File: config.mk
export PLATFORM = sky130hd
export DESIGN_NAME = button_conditioner
export DESIGN_NICKNAME = d
export VERILOG_FILES = /design/src/rtl/button_conditioner.sv
export SDC_FILE = /design/constraint.sdc
export NUM_CORES = 1
export LEC_CHECK = 0
export BUFFER_PORTS_ARGS = -buffer_cell sky130_fd_sc_hd__buf_2
export CORE_AREA = 2 2 90 92
export DETAILED_ROUTE_END_ITERATION = 12
export DIE_AREA = 0 0 92 94
export GPL_TIMING_DRIVEN = 0
export SLEW_MARGIN = 25
export SYNTH_ARGS = -nofsm -noshare
export SYNTH_HDL_FRONTEND = slang
export SYNTH_SLANG_ARGS = --single-unit
File: constraint.sdc
create_clock -name clk -period 2.6 [get_ports clk]
set_input_delay 0.65 -clock clk [delete_from_list [all_inputs] [get_ports clk]]
set_output_delay 0.65 -clock clk [all_outputs]
set_load 0.05 [all_outputs]
File: src/rtl/button_conditioner.sv
// ============================================================================
// Module      : button_conditioner
// Description : Per-channel debounce, edge-detect and auto-repeat for
//               synchronized button inputs, driven by one shared sample timer.
// Revision    : 1.0 - initial release
// ============================================================================
`timescale 1ns/1ps
`default_nettype none

module button_conditioner #(
  parameter int WIDTH          = 1,
  parameter int SAMPLE_CNT_MAX = 62500,
  parameter int PULSE_CNT_MAX  = 200,
  parameter int REPEAT_DELAY   = 250,
  parameter int REPEAT_RATE    = 50
) (
  input  logic             clk,
  input  logic             rst_n,
  input  logic [WIDTH-1:0] sync_in,
  input  logic             enable,
  output logic             sample_tick,
  output logic [WIDTH-1:0] debounced,
  output logic [WIDTH-1:0] press_pulse,
  output logic [WIDTH-1:0] release_pulse,
  output logic [WIDTH-1:0] repeat_pulse
);

  localparam int c_samp_w  = (SAMPLE_CNT_MAX > 1) ? $clog2(SAMPLE_CNT_MAX) : 1;
  localparam int c_db_w    = (PULSE_CNT_MAX > 0) ? $clog2(PULSE_CNT_MAX + 1) : 1;
  localparam int c_rep_max = (REPEAT_DELAY > REPEAT_RATE) ? REPEAT_DELAY : REPEAT_RATE;
  localparam int c_rep_w   = (c_rep_max > 0) ? $clog2(c_rep_max + 1) : 1;

  localparam logic [c_samp_w-1:0] c_samp_last = c_samp_w'(SAMPLE_CNT_MAX - 1);
  localparam logic [c_db_w-1:0]   c_db_last   = c_db_w'(PULSE_CNT_MAX - 1);
  localparam logic [c_rep_w-1:0]  c_rd_last   = c_rep_w'((REPEAT_DELAY > 0) ? REPEAT_DELAY - 1 : 0);
  localparam logic [c_rep_w-1:0]  c_rr_last   = c_rep_w'((REPEAT_RATE > 0) ? REPEAT_RATE - 1 : 0);

  typedef enum logic [1:0] {
    ST_IDLE   = 2'd0,
    ST_HELD   = 2'd1,
    ST_REPEAT = 2'd2
  } state_t;

  logic [c_samp_w-1:0] r_samp_cnt;
  logic [c_samp_w-1:0] w_samp_nxt;
  logic                r_tick;
  logic                w_adv;

  // Tick register is loaded from the next counter value so it is high in the
  // same cycle the counter sits at its terminal value.
  always_comb begin
    w_samp_nxt = r_samp_cnt;
    if (enable) begin
      w_samp_nxt = (r_samp_cnt == c_samp_last) ? '0 : r_samp_cnt + 1'b1;
    end
  end

  always_ff @(posedge clk or negedge rst_n) begin
    if (!rst_n) begin
      r_samp_cnt <= '0;
      r_tick     <= 1'b0;
    end else begin
      r_samp_cnt <= w_samp_nxt;
      r_tick     <= enable && (w_samp_nxt == c_samp_last);
    end
  end

  assign sample_tick = r_tick;
  assign w_adv       = r_tick & enable;

  for (genvar i = 0; i < WIDTH; i++) begin : g_ch
    state_t             r_state,   w_state_nxt;
    logic [c_db_w-1:0]  r_db_cnt,  w_db_nxt;
    logic [c_rep_w-1:0] r_rep_cnt, w_rep_nxt;
    logic               r_deb,     w_deb_nxt;
    logic               r_press,   w_press;
    logic               r_rel,     w_rel;
    logic               r_rpt,     w_rpt;
    logic               w_flip;

    always_comb begin
      w_state_nxt = r_state;
      w_db_nxt    = r_db_cnt;
      w_rep_nxt   = r_rep_cnt;
      w_deb_nxt   = r_deb;
      w_press     = 1'b0;
      w_rel       = 1'b0;
      w_rpt       = 1'b0;
      w_flip      = 1'b0;
      if (w_adv) begin
        if (sync_in[i] == r_deb) begin
          w_db_nxt = '0;
        end else if (r_db_cnt == c_db_last) begin
          w_db_nxt = '0;
          w_flip   = 1'b1;
        end else begin
          w_db_nxt = r_db_cnt + 1'b1;
        end
        if (w_flip) begin
          w_deb_nxt = ~r_deb;
        end
        // A release always wins over a repeat falling due on the same tick.
        case (r_state)
          ST_IDLE: begin
            if (w_flip) begin
              w_state_nxt = ST_HELD;
              w_press     = 1'b1;
              w_rep_nxt   = '0;
            end
          end
          ST_HELD: begin
            if (w_flip) begin
              w_state_nxt = ST_IDLE;
              w_rel       = 1'b1;
              w_rep_nxt   = '0;
            end else if (REPEAT_DELAY != 0) begin
              if (r_rep_cnt == c_rd_last) begin
                w_state_nxt = ST_REPEAT;
                w_rpt       = 1'b1;
                w_rep_nxt   = '0;
              end else begin
                w_rep_nxt = r_rep_cnt + 1'b1;
              end
            end
          end
          ST_REPEAT: begin
            if (w_flip) begin
              w_state_nxt = ST_IDLE;
              w_rel       = 1'b1;
              w_rep_nxt   = '0;
            end else if (r_rep_cnt == c_rr_last) begin
              w_rpt     = 1'b1;
              w_rep_nxt = '0;
            end else begin
              w_rep_nxt = r_rep_cnt + 1'b1;
            end
          end
          default: begin
            w_state_nxt = ST_IDLE;
            w_rep_nxt   = '0;
          end
        endcase
      end
    end

    always_ff @(posedge clk or negedge rst_n) begin
      if (!rst_n) begin
        r_state   <= ST_IDLE;
        r_db_cnt  <= '0;
        r_rep_cnt <= '0;
        r_deb     <= 1'b0;
        r_press   <= 1'b0;
        r_rel     <= 1'b0;
        r_rpt     <= 1'b0;
      end else begin
        r_state   <= w_state_nxt;
        r_db_cnt  <= w_db_nxt;
        r_rep_cnt <= w_rep_nxt;
        r_deb     <= w_deb_nxt;
        r_press   <= w_press;
        r_rel     <= w_rel;
        r_rpt     <= w_rpt;
      end
    end

    assign debounced[i]     = r_deb;
    assign press_pulse[i]   = r_press;
    assign release_pulse[i] = r_rel;
    assign repeat_pulse[i]  = r_rpt;
  end

endmodule

`default_nettype wire

==> impl_metrics.json, run 1 <==
{
  "outcome": "finished clean",
  "overflow": 0,
  "place_congestion": 0.8305,
  "cts_max_path_buffers": 2,
  "drive_gt1_share_pct": 8.235,
  "critPathRequiredTime_ns": 2.77,
  "die_w_um": 92,
  "synthFlopType": "dfrtp_1",
  "ant_nets": 0,
  "fin_crit_sh_pct": 86.34,
  "synth.distinct_cells": 46,
  "antenna_found_initial": 0,
  "critPathCaptureType": "register",
  "synthAdderAreaFrac_pct": 3.913,
  "cts_tree": "done",
  "ios": 9,
  "synth_top_family_by_area": "simple AND/OR/NAND/NOR gates",
  "wirelength_um": 4411,
  "worst_pin_slew_ns": 0.4996,
  "dp_hpwl_um": 3165,
  "synth.cell_area_um2": 2238,
  "diodes": 0,
  "synth_edf_count": 0,
  "clk_pin_slew_ns": 0.08,
  "fin_ws_ns": 0.3552,
  "period_minus_slack_ns": 2.245,
  "nNetsFinal": 266,
  "dieHeight_um": 94,
  "place_ws_ns": 0.2601,
  "yosysWarnings": 0,
  "avgSynthCellArea_um2": 9.327,
  "r2r-start": "r_samp_cnt[7]",
  "core_area_um2": 7607,
  "syn_nets": 251,
  "tns_ns": 0,
  "grt_max_degree": 40,
  "slew_headroom_pct": 66.70,
  "vias": 1784,
  "rsz0062_at_grt": "no",
  "synth_mux_area_share_pct": 0.5031,
  "path_class": "reg -> reg",
  "drt_pass1_iterations": 4,
  "setup-violations-final": 0,
  "grt_pass1_wl_um": 8017,
  "drtIter0Drc": 57,
  "synth_top_area_cell": "dfrtp_1",
  "ff2ff_path_depth": 5,
  "yosys.area.top_type_share_pct": 43.60,
  "fin_util_pct": 32.81,
  "grt_pass1_vias": 1689,
  "track_usage_pct": 11.40,
  "synth_area_leaders": "dfrtp_1 (44%), xnor2_1 (7.0%), nor2_1 (5.2%)",
  "final-instance-count-excl-fill": 357,
  "cts_root_buf": "clkbuf_8",
  "vias_per_cell": 4.997,
  "async_reset_ff_share_pct": 100.0,
  "cp_max_fo": 8,
  "rows": 32,
  "p_leak_nw": 1.085,
  "report.final.slew_viol_count": 0,
  "ys_seq_area_share_pct": 43.60,
  "wl_per_cell_um": 12.36,
  "drv_cap": 0,
  "synth-simple-area-share_pct": 29.79,
  "worstSkewPairLatency_ns": 0.29,
  "min_path_type": "in -> async",
  "finalHoldViolations": 0,
  "numCtsBuffers": 5,
  "syn_inst": 240,
  "synth_xor_area_share_pct": 8.999,
  "die-area_um2": 8648,
  "cts_resized": 0,
  "cts_sinks": 39,
  "dpl.cell_count": 350,
  "initial_utilization_pct": 29.42,
  "r2r_end": "r_samp_cnt[13]",
  "post_cts_buffers": 0,
  "io_buffers": 8,
  "finClkSkew_ns": 0.01126,
  "ys_ff_latch": 39,
  "cts_hold_buf": 0,
  "synth_compound_area_share_pct": 10.56,
  "drcViolationCount": 0,
  "cellPowerDensity_nw_per_um2": 523.4,
  "max_freq_mhz": 445.5,
  "cts_max_level": 2,
  "vdd_drop_max_mv": 0.3107,
  "cp-start-kind": "register",
  "reg2reg_slack_ns": 0.36,
  "syn2layout_area_growth_pct": 11.51,
  "crit_arrival_ns": 2.41
}
[kinds of logic after synthesis]
family | after synthesis
AO/OA/AOI/OAI | 34
XOR/XNOR | 23
adder cells (fa/ha/maj) | 7
buffers and inverters | 15
flip-flops | 39
multiplexers | 1
AND/OR/NAND/NOR | 121
[flip-flops by register name (all words and copies together), names as in the netlist]
| register | flops |
|---|---|
| release_pulse | 1 |
| sample_tick | 1 |
| g_ch.r_rep_cnt | 8 |
| debounced | 1 |
| g_ch.r_db_cnt | 8 |
| g_ch.r_state | 2 |
| repeat_pulse | 1 |
| press_pulse | 1 |
| r_samp_cnt | 16 |
[report_power, final]
part	total [W]	switching [W]	internal [W]
registers	0.000667	0.0000262	0.000641
logic	0.000221	0.000133	0.0000885
clock network	0.000419	0.000210	0.000208
total	0.00131	0.000369	0.000938
[area by class of cell]
type,instances,area [um^2]
clock inverters,1,5.005
multi-input cells,186,1204
repair buffers,8,42.54
fillers,825,5111
flip-flops and latches,39,975.9
clock buffers,6,82.58
inverters,8,30.03
plain buffers,7,28.78
well taps,102,127.6
[worst max-delay path: stages, from the launching register on]
cell and delay [ns]:
dfrtp_1 0.48, or4_4 0.58, nor4_4 0.40, and2b_2 0.30, o21ai_1 0.09, mux2_2 0.26
[cells in the mapped netlist (2+ instances only)]
master     n
dfrtp_1   39
nor2_1    31
nand2_1   18
xnor2_1   18
nand4_1   11
nand3_1    9
nor3_1     9
o21ai_0    9
inv_1      8
nor4_1     8
ha_1       7
and3_1     6
and2_1     5
clkbuf_1   5
xor2_1     5
a21o_1     4
or3_1      4
a21oi_1    3
nand2b_1   3
nor2b_1    3
nor4b_1    3
a211oi_1   2
and4_1     2
buf_2      2
nand4b_1   2
o311ai_0   2
o31a_1     2
o31ai_1    2
[layout by cell type (no fill, tap or decap), drive strengths merged, types with 9 or more instances in the layout]
cell type	instances
nor3	9
dfrtp	39
nand2	18
nor2	31
buf	10
clkbuf	11
xnor2	18
o21ai	10
nor4	9
nand4	11
nand3	9
[routing by layer]
layer	share of wire (%)	global-route usage (%)	vias up
met3	3.0	2.809	2
li1	-	-	894
met5	0	0	-
met4	0.29	3.109	0
met1	51	15.66	862
met2	46	17.95	26
[how the worst max path moves through the flow]
stage / startpoint / slack, ns / to / depth (start not counted)
floorplan: r_samp_cnt[7] / 0.59 / sample_tick / 5
global placement: enable / 0.32 / g_ch[0].r_rep_cnt[3] / 7
detailed placement: enable / 0.26 / sample_tick / 7
CTS: r_samp_cnt[7] / 0.36 / r_samp_cnt[13] / 5
global route: r_samp_cnt[3] / 0.23 / sample_tick / 6
finish: r_samp_cnt[7] / 0.36 / r_samp_cnt[13] / 5
[through the flow]
| stage | total power [W] | instance area (um^2) | hold slack [ns] |
|---|---|---|---|
| global placement | 0.0008935 | 2406 | 0.4930 |
| finish | 0.001307 | 2496 | 0.3242 |
| global route | 0.001395 | 2496 | 0.3622 |
| floorplan | 0.0008403 | 2238 | 0.3544 |
| detailed placement | 0.0008986 | 2406 | 0.5003 |
| CTS | 0.001330 | 2494 | 0.5097 |
Note: power is estimated with default switching activity, not from simulation.
==> run 2, diff against run 1 <==
--- a/config.mk
+++ b/config.mk
@@ -6,9 +6,9 @@
 export NUM_CORES = 1
 export LEC_CHECK = 0
 export BUFFER_PORTS_ARGS = -buffer_cell sky130_fd_sc_hd__buf_2
-export CORE_AREA = 2 2 90 92
+export CORE_AREA = 2 2 81 102
 export DETAILED_ROUTE_END_ITERATION = 12
-export DIE_AREA = 0 0 92 94
+export DIE_AREA = 0 0 83 104
 export GPL_TIMING_DRIVEN = 0
 export SLEW_MARGIN = 25
 export SYNTH_ARGS = -nofsm -noshare
==> run 2 against run 1 <==
  * Die area is 0.19% lower
  * Global-route usage about the same
  * Worst hold slack better by 0.14 ns
  * First-iteration DRC count up 51%
  * Final cell count down 1.7%
  * Routed wire length grew 1.9%
  * Largest power group unchanged
  * Highest routed layer unchanged
==> impl_metrics.json, run 2 (synthesis results as in run 1) <==
{
  "outcome": "finished clean",
  "layout_common_cells": "dfrtp_1 (39), nor2_1 (31), nand2_1 (18), xnor2_1 (18), nand4_1 (11)",
  "vdd_drop_max_mv": 0.4353,
  "critPathCaptureType": "register",
  "regMostFlops": "r_samp_cnt",
  "core_area_um2": 7702,
  "dieHeight_um": 104,
  "critPathRequiredTime_ns": 2.79,
  "dp_hpwl_um": 3202,
  "fin_util_pct": 32.59,
  "clk_pin_slew_ns": 0.09,
  "vias": 1807,
  "worst_pin_slew_ns": 0.8901,
  "startpoint": "r_samp_cnt[8]",
  "rsz0062_at_grt": "no",
  "finalHoldViolations": 0,
  "drcViolationCount": 0,
  "switchingPower_w": 0.0003938,
  "max_freq_mhz": 456.9,
  "p_int_w": 0.001015,
  "post_cts_buffers": 0,
  "cts_root_buf": "clkbuf_8",
  "overflow": 0,
  "power.total_w": 0.001408,
  "p_leak_nw": 1.095,
  "swShare_pct": 27.96,
  "syn2layout_area_growth_pct": 12.13,
  "place_congestion": 0.8503,
  "numCtsBuffers": 5,
  "cts_sinks": 39,
  "power_frac_seq_pct": 47.5,
  "antenna_found_initial": 0,
  "wl_per_cell_um": 12.80,
  "p_comb_share_pct": 15.5,
  "tns_ns": 0,
  "die-area_um2": 8632,
  "grt_max_degree": 40,
  "reg2reg_slack_ns": 0.41,
  "met1_length_um": 2066,
  "min_path_type": "in -> async",
  "r2r-start": "r_samp_cnt[8]",
  "drt_pass1_iterations": 4,
  "cts_tree": "done",
  "path_class": "reg -> reg",
  "place_ws_ns": 0.2858,
  "cts_resized": 0,
  "initial_utilization_pct": 29.06,
  "fin_ws_ns": 0.4115,
  "setup-violations-final": 0,
  "vias_per_cell": 5.148,
  "drtIter0Drc": 86,
  "cp-start-kind": "register",
  "reg_top3": "r_samp_cnt: 16 flops, g_ch.r_db_cnt: 8 flops, g_ch.r_rep_cnt: 8 flops",
  "wirelength_um": 4493,
  "ios": 9,
  "rows": 36,
  "whs_ns": 0.4626,
  "fin_crit_sh_pct": 84.17,
  "diodes": 0,
  "io_buffers": 8,
  "layout_commonest_cell": "dfrtp_1",
  "cts_max_level": 2,
  "largest_register_ffs": 16,
  "cts_max_path_buffers": 2,
  "p_clk_share_pct": 37.0,
  "period_minus_slack_ns": 2.189,
  "grt_pass1_vias": 1796,
  "crit_arrival_ns": 2.38,
  "slew_headroom_pct": 40.66,
  "nNetsFinal": 266,
  "die_w_um": 83,
  "drive_gt1_share_pct": 8.594,
  "wl_met3_um": 167,
  "drv_cap": 0,
  "track_usage_pct": 11.42,
  "finClkSkew_ns": 0.01441,
  "cp_max_fo": 8,
  "cts_hold_buf": 0,
  "cellPowerDensity_nw_per_um2": 561.1,
  "top_layer_used": "met4",
  "wl_met2_um": 2154,
  "ant_nets": 0,
  "grt_pass1_wl_um": 8266,
  "report.final.slew_viol_count": 0,
  "worstSkewPairLatency_ns": 0.30
}
[run 2: area by class of cell]
class | count | area, um^2
repair buffers | 8 | 40.04
plain buffers | 7 | 28.78
fillers | 794 | 5192
inverters | 8 | 30.03
multi-input cells | 186 | 1204
well taps | 95 | 118.9
flip-flops and latches | 39 | 975.9
clock inverters | 3 | 43.79
clock buffers | 5 | 68.82
[run 2: per-stage QoR]
stage                     instance area, um^2  std cells
after floorplan                          2238        240
after global placement                   2397        343
after detailed placement                 2397        343
after CTS                                2510        351
after global routing                     2510        351
final                                    2510        351
[run 2: power groups by stage]
stage	Sequential (W)	Clock (W)	Combinational, W
2_1_floorplan	0.000672	0	0.000169
3_3_place_gp	0.000680	0	0.000214
3_5_place_dp	0.000681	0	0.000215
4_1_cts	0.000669	0.000537	0.000217
5_1_grt	0.000676	0.000559	0.000252
6_report	0.000670	0.000521	0.000218
[run 2: worst max-delay path: stages, from the launching register on]
cell	delay, ns
dfrtp_1	0.37
clkbuf_1	0.20
or4bb_1	0.60
nor4_4	0.26
and2b_2	0.30
o21ai_1	0.08
mux2_2	0.27
[run 2: routing by layer]
metal	vias to the layer above	global-route usage, %
met4	0	4.567
met1	863	14.35
met3	10	2.460
li1	898	-
met5	-	0
met2	36	19.01
[run 2: final timing paths]
path	to	depth (start not counted)
hold / removal	r_samp_cnt[11]	1
setup / recovery	r_samp_cnt[13]	6
hold reg to reg	debounced	1
setup reg to reg	r_samp_cnt[13]	6
min in group clk	debounced	1
max in group asynchronous	r_samp_cnt[0]	1
==> run 3, diff against run 2 <==
==> constraint.sdc (replaced) <==
create_clock -name clk -period 1.96 [get_ports clk]
set_input_delay 0.49 -clock clk [delete_from_list [all_inputs] [get_ports clk]]
set_output_delay 0.49 -clock clk [all_outputs]
set_load 0.05 [all_outputs]
==> run 3 against run 2 <==
  * Final cell count grew 7.4%
  * The flow now finishes with violations (negative setup slack)
  * Combinational power increased by 76%
  * Worst setup slack got worse by 0.61 ns
  * Die area is the same
  * Highest routed layer unchanged
  * Sequential power up 33%
  * Sequential cell count unchanged
  * Worst hold slack worse by 0.16 ns
  * Fmax rose by 1.5%
  * First-iteration DRC count is 26% higher
  * Sequential share of layout area down 4.1 points
==> impl_metrics.json, run 3 (synthesis results as in run 1) <==
{
  "antenna_found_initial": 0,
  "final_area_um2": 2823,
  "place_area_um2": 2404,
  "wl_per_cell_um": 13.13,
  "grt_max_degree": 40,
  "diodes": 0,
  "nNetsFinal": 292,
  "finalHoldViolations": 0,
  "worst_pin_slew_ns": 0.8611,
  "crit_chain": "buf_6 > or4_4 > nor4_4 > buf_4 > and2b_2 > o21ai_1 > mux2_4",
  "crit_end": "r_samp_cnt[13]",
  "die-area_um2": 8632,
  "startpoint": "r_samp_cnt[4]",
  "numCtsBuffers": 5,
  "layout_commonest_cell": "dfrtp_1",
  "reg2reg_slack_ns": -0.20,
  "p_leak_nw": 1.243,
  "min_path_type": "in -> async",
  "cellPowerDensity_nw_per_um2": 637.8,
  "regMostFlops": "r_samp_cnt",
  "drv_cap": 0,
  "outcome": "finished with violations",
  "violations": "negative setup slack",
  "track_usage_pct": 11.71,
  "power.total_w": 0.001800,
  "grt_pass1_vias": 1861,
  "vias": 1883,
  "cts_max_path_buffers": 2,
  "io_buffers": 8,
  "ant_nets": 0,
  "slew_headroom_pct": 42.59,
  "cts_max_level": 2,
  "fin_crit_sh_pct": 110.0,
  "dp_hpwl_um": 3223,
  "ff2ff_path_depth": 7,
  "cts_root_buf": "clkbuf_8",
  "layout_common_cells": "dfrtp_1 (35), nor2_1 (30), buf_4 (26), nand2_1 (18), xnor2_1 (17)",
  "drcViolationCount": 0,
  "cts_sinks": 39,
  "finClkSkew_ns": 0.009676,
  "dieHeight_um": 104,
  "report.final.slew_viol_count": 0,
  "cts_hold_buf": 0,
  "overflow": 0,
  "syn2layout_area_growth_pct": 26.10,
  "r2r_end": "r_samp_cnt[13]",
  "tns_ns": -0.6066,
  "critPathRequiredTime_ns": 2.12,
  "crit_buf_inv": 2,
  "rsz0062_at_grt": "yes",
  "initial_utilization_pct": 29.06,
  "cp_max_fo": 5,
  "wirelength_um": 4949,
  "path_class": "reg -> reg",
  "cpPeakStageDelay_ns": 0.54,
  "crit_slowest_cell": "or4_4",
  "crit_arrival_ns": 2.32,
  "critPathCaptureType": "register",
  "path_depth": 7,
  "vias_per_cell": 4.995,
  "rows": 36,
  "fin_ws_ns": -0.1953,
  "period_minus_slack_ns": 2.155,
  "largest_register_ffs": 16,
  "core_area_um2": 7702,
  "clk_pin_slew_ns": 0.07,
  "drtIter0Drc": 108,
  "r2r-start": "r_samp_cnt[4]",
  "drive_gt1_share_pct": 25.18,
  "reg_top3": "r_samp_cnt: 16 flops, g_ch.r_db_cnt: 8 flops, g_ch.r_rep_cnt: 8 flops",
  "worstSkewPairLatency_ns": 0.29,
  "setup-violations-final": 7,
  "place_congestion": 0.7925,
  "grt_pass1_wl_um": 8597,
  "vdd_drop_max_mv": 0.5034,
  "drt_pass1_iterations": 4,
  "max_freq_mhz": 464.0,
  "cp-start-kind": "register",
  "ios": 9,
  "die_w_um": 83,
  "crit_family": "simple AND/OR/NAND/NOR gates",
  "cts_tree": "done"
}
[run 3: area by class of cell]
class | count | area [um^2]
clock inverter | 1 | 5.005
timing repair buffer | 35 | 246.5
buffer | 6 | 33.78
multi-input combinational | 186 | 1331
sequential | 39 | 980.9
clock buffer | 7 | 76.32
fill | 765 | 4880
tap | 95 | 118.9
inverter | 8 | 30.03
[run 3: repair_timing]
| action | in CTS | in global routing |
|---|---|---|
| endpoints found under the setup margin | 11 | 15 |
| resized for setup | 13 | 22 |
| pin swaps | 6 | 12 |
| cloned | 0 | 0 |
| buffers inserted | 9 | 19 |
[run 3: where the power goes]
part / internal (W) / leakage, nW / switching, W
combinational: 0.000190 / 0.681 / 0.000194
clock: 0.000250 / 0.0422 / 0.000274
sequential: 0.000850 / 0.519 / 0.0000414
total: 0.00129 / 1.24 / 0.000510
[run 3: how the worst min path moves through the flow]
stage                              from                  end  slack (ns)  depth (start not counted)
floorplan                         rst_n            debounced        0.19                          0
global placement              debounced            debounced        0.49                          1
detailed placement  g_ch[0].r_db_cnt[1]  g_ch[0].r_db_cnt[1]        0.51                          2
CTS                               rst_n        r_samp_cnt[6]        0.35                          1
global route                      rst_n        r_samp_cnt[6]        0.40                          1
finish                            rst_n        r_samp_cnt[6]        0.30                          1
[run 3: routing by layer]
metal / global-route usage [%] / routed length [um] / vias to the layer above
li1: - / - / 953
met1: 14.64 / 2191 / 898
met2: 20.33 / 2564 / 24
met3: 2.698 / 135 / 8
met4: 2.810 / 58 / 0
met5: 0 / 0 / -
[run 3: stage by stage]
step	util (%)	hold WS, ns	setup WS, ns	instances
detailed placement	31.21	0.5056	-0.2394	343
floorplan	-	0.1944	-0.03382	240
global placement	31.21	0.4934	-0.2318	343
finish	36.65	0.3036	-0.1953	377
CTS	33.71	0.3534	-0.06569	359
global route	36.65	0.3992	-0.2497	377
